--- src/rtl/getin_feeder_if.sv ---
// Host push handshake and processor getin port of the getin feeder.
interface getin_feeder_if #(
  parameter int WIDTH = 16
);
  logic [WIDTH-1:0] host_data;
  logic             host_valid;
  logic             host_ready;
  logic [WIDTH-1:0] getin;
  logic             in_req;
  logic             in_stall;

  modport slave (
    input  host_data, host_valid, in_req,
    output host_ready, getin, in_stall
  );

  modport master (
    output host_data, host_valid, in_req,
    input  host_ready, getin, in_stall
  );
endinterface

--- src/rtl/getin_feeder.sv ---
// Host-fed FIFO driving the processor getin port; stalls the core on empty reads.
// Define GETIN_BYPASS_EN for cut-through of a host word straight to getin when empty.
module getin_feeder #(
  parameter int DEPTH = 8,
  parameter int WIDTH = 16
) (
  input  logic                   CLK,
  input  logic                   reset,
  getin_feeder_if.slave          bus,
  output logic [$clog2(DEPTH):0] count
);
  localparam int AW = $clog2(DEPTH);
  localparam logic [AW:0] FULL_CNT = (AW + 1)'(DEPTH);

  logic [WIDTH-1:0] mem [DEPTH];
  logic [AW-1:0]    wp;
  logic [AW-1:0]    rp;
  logic             empty;
  logic             full;
  logic             bypass;
  logic             push;
  logic             pop;

  assign empty = (count == '0);
  assign full  = (count == FULL_CNT);

`ifdef GETIN_BYPASS_EN
  assign bypass = reset && empty && bus.in_req && bus.host_valid;
`else
  assign bypass = 1'b0;
`endif

  assign bus.host_ready = reset && !full;
  assign bus.in_stall   = reset && bus.in_req && empty && !bypass;

  // A bypassed word goes straight to the core and never touches the array.
  assign push = bus.host_valid && bus.host_ready && !bypass;
  assign pop  = bus.in_req && !bus.in_stall && !empty;

  always_comb begin
    bus.getin = '0;
    if (!empty)
      bus.getin = mem[rp];
    else if (bypass)
      bus.getin = bus.host_data;
  end

  always_ff @(posedge CLK or negedge reset) begin
    if (!reset) begin
      wp    <= '0;
      rp    <= '0;
      count <= '0;
    end else begin
      if (push)
        wp <= wp + 1'b1;
      if (pop)
        rp <= rp + 1'b1;
      case ({push, pop})
        2'b10:   count <= count + 1'b1;
        2'b01:   count <= count - 1'b1;
        default: count <= count;
      endcase
    end
  end

  always_ff @(posedge CLK) begin
    if (push)
      mem[wp] <= bus.host_data;
  end
endmodule

--- src/flat_wrapper.sv ---
// flat-port wrapper written by rule: the top's interface ports become plain ports
module getin_feeder_flat 
#(
  parameter int DEPTH = 8,
  parameter int WIDTH = 16
)
  (CLK, reset, count, bus_host_data, bus_host_valid, bus_in_req, bus_host_ready, bus_getin, bus_in_stall);
  getin_feeder_if #(.WIDTH(WIDTH)) bus_i ();
  input  logic CLK;
  input  logic reset;
  output logic [$clog2(DEPTH):0] count;
  input wire logic [$bits(bus_i.host_data)-1:0] bus_host_data;
  input wire logic [$bits(bus_i.host_valid)-1:0] bus_host_valid;
  input wire logic [$bits(bus_i.in_req)-1:0] bus_in_req;
  output wire logic [$bits(bus_i.host_ready)-1:0] bus_host_ready;
  output wire logic [$bits(bus_i.getin)-1:0] bus_getin;
  output wire logic [$bits(bus_i.in_stall)-1:0] bus_in_stall;
  assign bus_i.host_data = bus_host_data;
  assign bus_i.host_valid = bus_host_valid;
  assign bus_i.in_req = bus_in_req;
  assign bus_host_ready = bus_i.host_ready;
  assign bus_getin = bus_i.getin;
  assign bus_in_stall = bus_i.in_stall;
  getin_feeder #(.DEPTH(DEPTH), .WIDTH(WIDTH)) u_core (.CLK(CLK), .reset(reset), .bus(bus_i), .count(count));
endmodule
--- config.mk ---
export PLATFORM = sky130hd
export DESIGN_NAME = getin_feeder_flat
export DESIGN_NICKNAME = d
export VERILOG_FILES = /design/src/rtl/getin_feeder_if.sv /design/src/rtl/getin_feeder.sv /design/src/flat_wrapper.sv
export SDC_FILE = /design/constraint.sdc
export NUM_CORES = 1
export LEC_CHECK = 0
export ABC_CLOCK_PERIOD_IN_PS = 2800
export BUFFER_PORTS_ARGS = -buffer_cell sky130_fd_sc_hd__buf_2
export CAP_MARGIN = 20
export CORE_ASPECT_RATIO = 0.75
export CORE_UTILIZATION = 55
export CTS_BUF_LIST = sky130_fd_sc_hd__clkbuf_16
export CTS_CLUSTER_DIAMETER = 100
export CTS_CLUSTER_SIZE = 25
export DETAILED_ROUTE_END_ITERATION = 8
export GPL_TIMING_DRIVEN = 0
export PLACE_DENSITY_LB_ADDON = 0.1
export SLEW_MARGIN = 20
export SYNTH_ARGS = -nofsm -noshare
export SYNTH_HDL_FRONTEND = slang
export SYNTH_SLANG_ARGS = --single-unit
--- constraint.sdc ---
create_clock -name CLK -period 2.8 [get_ports CLK]
set_input_delay 0.84 -clock CLK [delete_from_list [all_inputs] [get_ports CLK]]
set_output_delay 0.84 -clock CLK [all_outputs]
set_load 0.01 [all_outputs]
==> impl_metrics.json <==
{
  "status": "finished with violations",
  "violations": "setup timing",
  "fp.dieW_um": 117,
  "dpl.hpwl_mm": 6.71,
  "report.final.slew_viol_count": 0,
  "leakage_uw": 0.00235,
  "synth_top_cell_by_area": "edfxtp_1",
  "place.gp.congestion": 0.738,
  "antenna_cells": 0,
  "setup_viol": 7,
  "final_area_sq_um": 6610,
  "drcViolationCount": 0,
  "synth.top_cells.by_area": "edfxtp_1 70%, mux4_2 13%, dfrtp_1 4.6%",
  "min_period_ns": 2.84,
  "register_area_sq_um": 4090,
  "ys_async_sr_fraction_pct": 7.25,
  "power_density_nw_per_um2": 1020,
  "hold_path_class": "in2async",
  "dieHeight_um": 88.6,
  "grt_pass1_vias": 2635,
  "cp-start-kind": "flip-flop",
  "yosysUniqueCellTypes": 31,
  "cp_slowest_cell": "mux4_2",
  "max_stage_delay_ns": 0.52,
  "hold_violations": 0,
  "drive_gt1_share_pct": 40.9,
  "cts_tree": "built",
  "yosysSeqAreaShare_pct": 74.5,
  "p_total_uw": 6750,
  "timing.critical_path.buf_inv": 3,
  "clock_sinks": 138,
  "drtPass1Iterations": 4,
  "critPathArrivalTime_ns": 2.00,
  "peakVddDrop_mv": 0.642,
  "synth_nets": 287,
  "postSynthAreaPerCell_sq_um": 21.0,
  "cts_root_buffer": "clkbuf_16",
  "multi_input_comb_area_sq_um": 1350,
  "yosysMostFrequentCell": "edfxtp_1",
  "wl_per_cell_um": 21.6,
  "endpoint_kind": "output pin",
  "slew_headroom_pct": 56.8,
  "rows": 31,
  "fmax_mhz": 352,
  "grtUsageTotal_pct": 22.5,
  "grt_pass1_wl_mm": 15.7,
  "clock_skew_ns": 0.0118,
  "antenna_found_initial": 0,
  "coreArea_sq_um": 9700,
  "synth-seq-cells": 138,
  "portBuffers": 41,
  "ant_nets": 0,
  "maxCapViolations": 0,
  "netlist_area_sq_um": 5500,
  "synth_top_area_share_pct": 69.9,
  "io-pin-count": 42,
  "worst_pin_slew_ns": 0.648,
  "path_cells": "buf_6, buf_12, mux4_2, mux2i_1, nor2_1, buf_2",
  "path_class": "reg2out",
  "vias": 2636,
  "place_area_sq_um": 6020,
  "crit_family": "multiplexers",
  "setup_ws_ns": -0.0388,
  "grt_setup_unrepaired": "true",
  "post-place-ws_ns": -0.195,
  "clk_pin_slew_ns": 0.06,
  "postSynthCellCount": 262,
  "timing.final.crit_share_pct": 101,
  "yosysWarnings": 0,
  "dieArea_sq_um": 10400,
  "synth_common_cells": "128 x edfxtp_1, 32 x mux4_2, 23 x nor2_1, 16 x mux2i_1, 10 x dfrtp_1",
  "area_delta_synth_final_pct": 20.2,
  "synthFlopType": "edfxtp_1",
  "clockBufferDepth": 2,
  "grt_max_degree": 17,
  "numCtsBuffers": 17,
  "n_fill_cell": 622,
  "htreeDepth": 4,
  "required_ns": 1.96,
  "synth-edff-count": 128,
  "grt_overflow_total": 0,
  "final_nets": 359,
  "crit_path_max_fanout": 10,
  "initial_core_util_pct": 56.7,
  "first_iter_violations": 238,
  "whs_ns": 0.309,
  "wl_mm": 10.3,
  "viasPerCell": 5.50,
  "clk_latency_ns": 0.41
}
-- power by group --
part           total (uW)  internal (uW)  switching, uW
combinational        2130           1090           1040
sequential           2660           2480            184
clock                1950           1180            770
total                6750           4750           1990
-- registers in the layout (all words and copies together) (netlist names) --
register and count:
u_core.count 4, u_core.mem 128, u_core.rp 3, u_core.wp 3
-- area by class of cell --
| cell class | count | share of cell area, % |
|---|---|---|
| plain buffers | 10 | 1.78 |
| clock buffers | 17 | 6.44 |
| clock inverters | 15 | 1.44 |
| multi-input cells | 112 | 20.4 |
| flip-flops and latches | 138 | 62.0 |
| well taps | 132 | 2.50 |
| repair buffers | 55 | 5.44 |
-- metal layers --
layer | vias to the layer above | GRT usage (%) | part of all wire, %
met1 | 1340 | 31.0 | 45
li1 | 1209 | - | -
met5 | - | 0 | 0
met3 | 10 | 6.19 | 6.4
met4 | 0 | 10.9 | 1.4
met2 | 77 | 33.9 | 47
-- stage by stage --
stage	util (%)	std cells	setup TNS, ns
after floorplan	-	262	0
after global placement	60.5	435	-83.61
after detailed placement	62.1	445	-1.51
after CTS	68.1	479	-0.456
after global routing	68.1	479	-1.84
final	68.1	479	-0.154
-- layout by cell type, fill, tap and decap left out, types with 2 or more instances in the layout --
cell       synthesis  layout
edfxtp_1         128     128
nand2b_1           2       2
nand2_1            4       4
dfrtp_1           10      10
clkbuf_16          0      17
mux4_2            32      32
xnor2_1            3       3
clkinv_1           0       2
ha_1               5       5
buf_12             0       3
buf_6              3       3
nand3_2            3       3
mux2i_1           16      16
xor2_1             5       5
inv_1              0       4
mux2_2             2       2
a21oi_1            2       2
buf_8              0       6
nor2b_1            2       2
nor2_1            23      17
buf_4              3      11
clkinv_2           0       7
buf_2              3      41
nor2_2             0       6
-- path summary, 6_finish.rpt --
check	startpoint	end	slack [ns]	cells past startpoint
setup / recovery	u_core.rp[0]$_DFFE_PN0P_	bus_getin[4]	-0.04	6
max in group asynchronous	reset	u_core.count[3]$_DFFE_PN0P_	2.25	1
setup reg to reg	u_core.count[1]$_DFFE_PN0P_	u_core.count[3]$_DFFE_PN0P_	0.32	8
hold reg to reg	u_core.wp[0]$_DFFE_PN0P_	u_core.wp[0]$_DFFE_PN0P_	0.55	2
hold / removal	reset	u_core.wp[1]$_DFFE_PN0P_	0.31	1
min in group CLK	u_core.wp[0]$_DFFE_PN0P_	u_core.wp[0]$_DFFE_PN0P_	0.55	2
-- what timing repair did --
action,4_1_cts,5_1_grt
endpoints found under the setup margin,17,16
pin swaps,1,0
gates resized for setup,12,0
hold buffers,0,0
setup buffers,4,0
-- kinds of logic (layout without fill, tap and decap cells) --
| group | count (synthesis) | count (layout) | share of synthesized area [%] |
|---|---|---|---|
| xor+xnor | 8 | 8 | 1.28 |
| simple gates | 44 | 44 | 4.49 |
| buf+inv | 12 | 97 | 1.50 |
| mux | 51 | 51 | 16.6 |
| compound gates | 4 | 4 | 0.455 |
| flops | 138 | 138 | 74.5 |
| fa+ha+maj | 5 | 5 | 1.14 |
(Power assumes the default switching activity.)
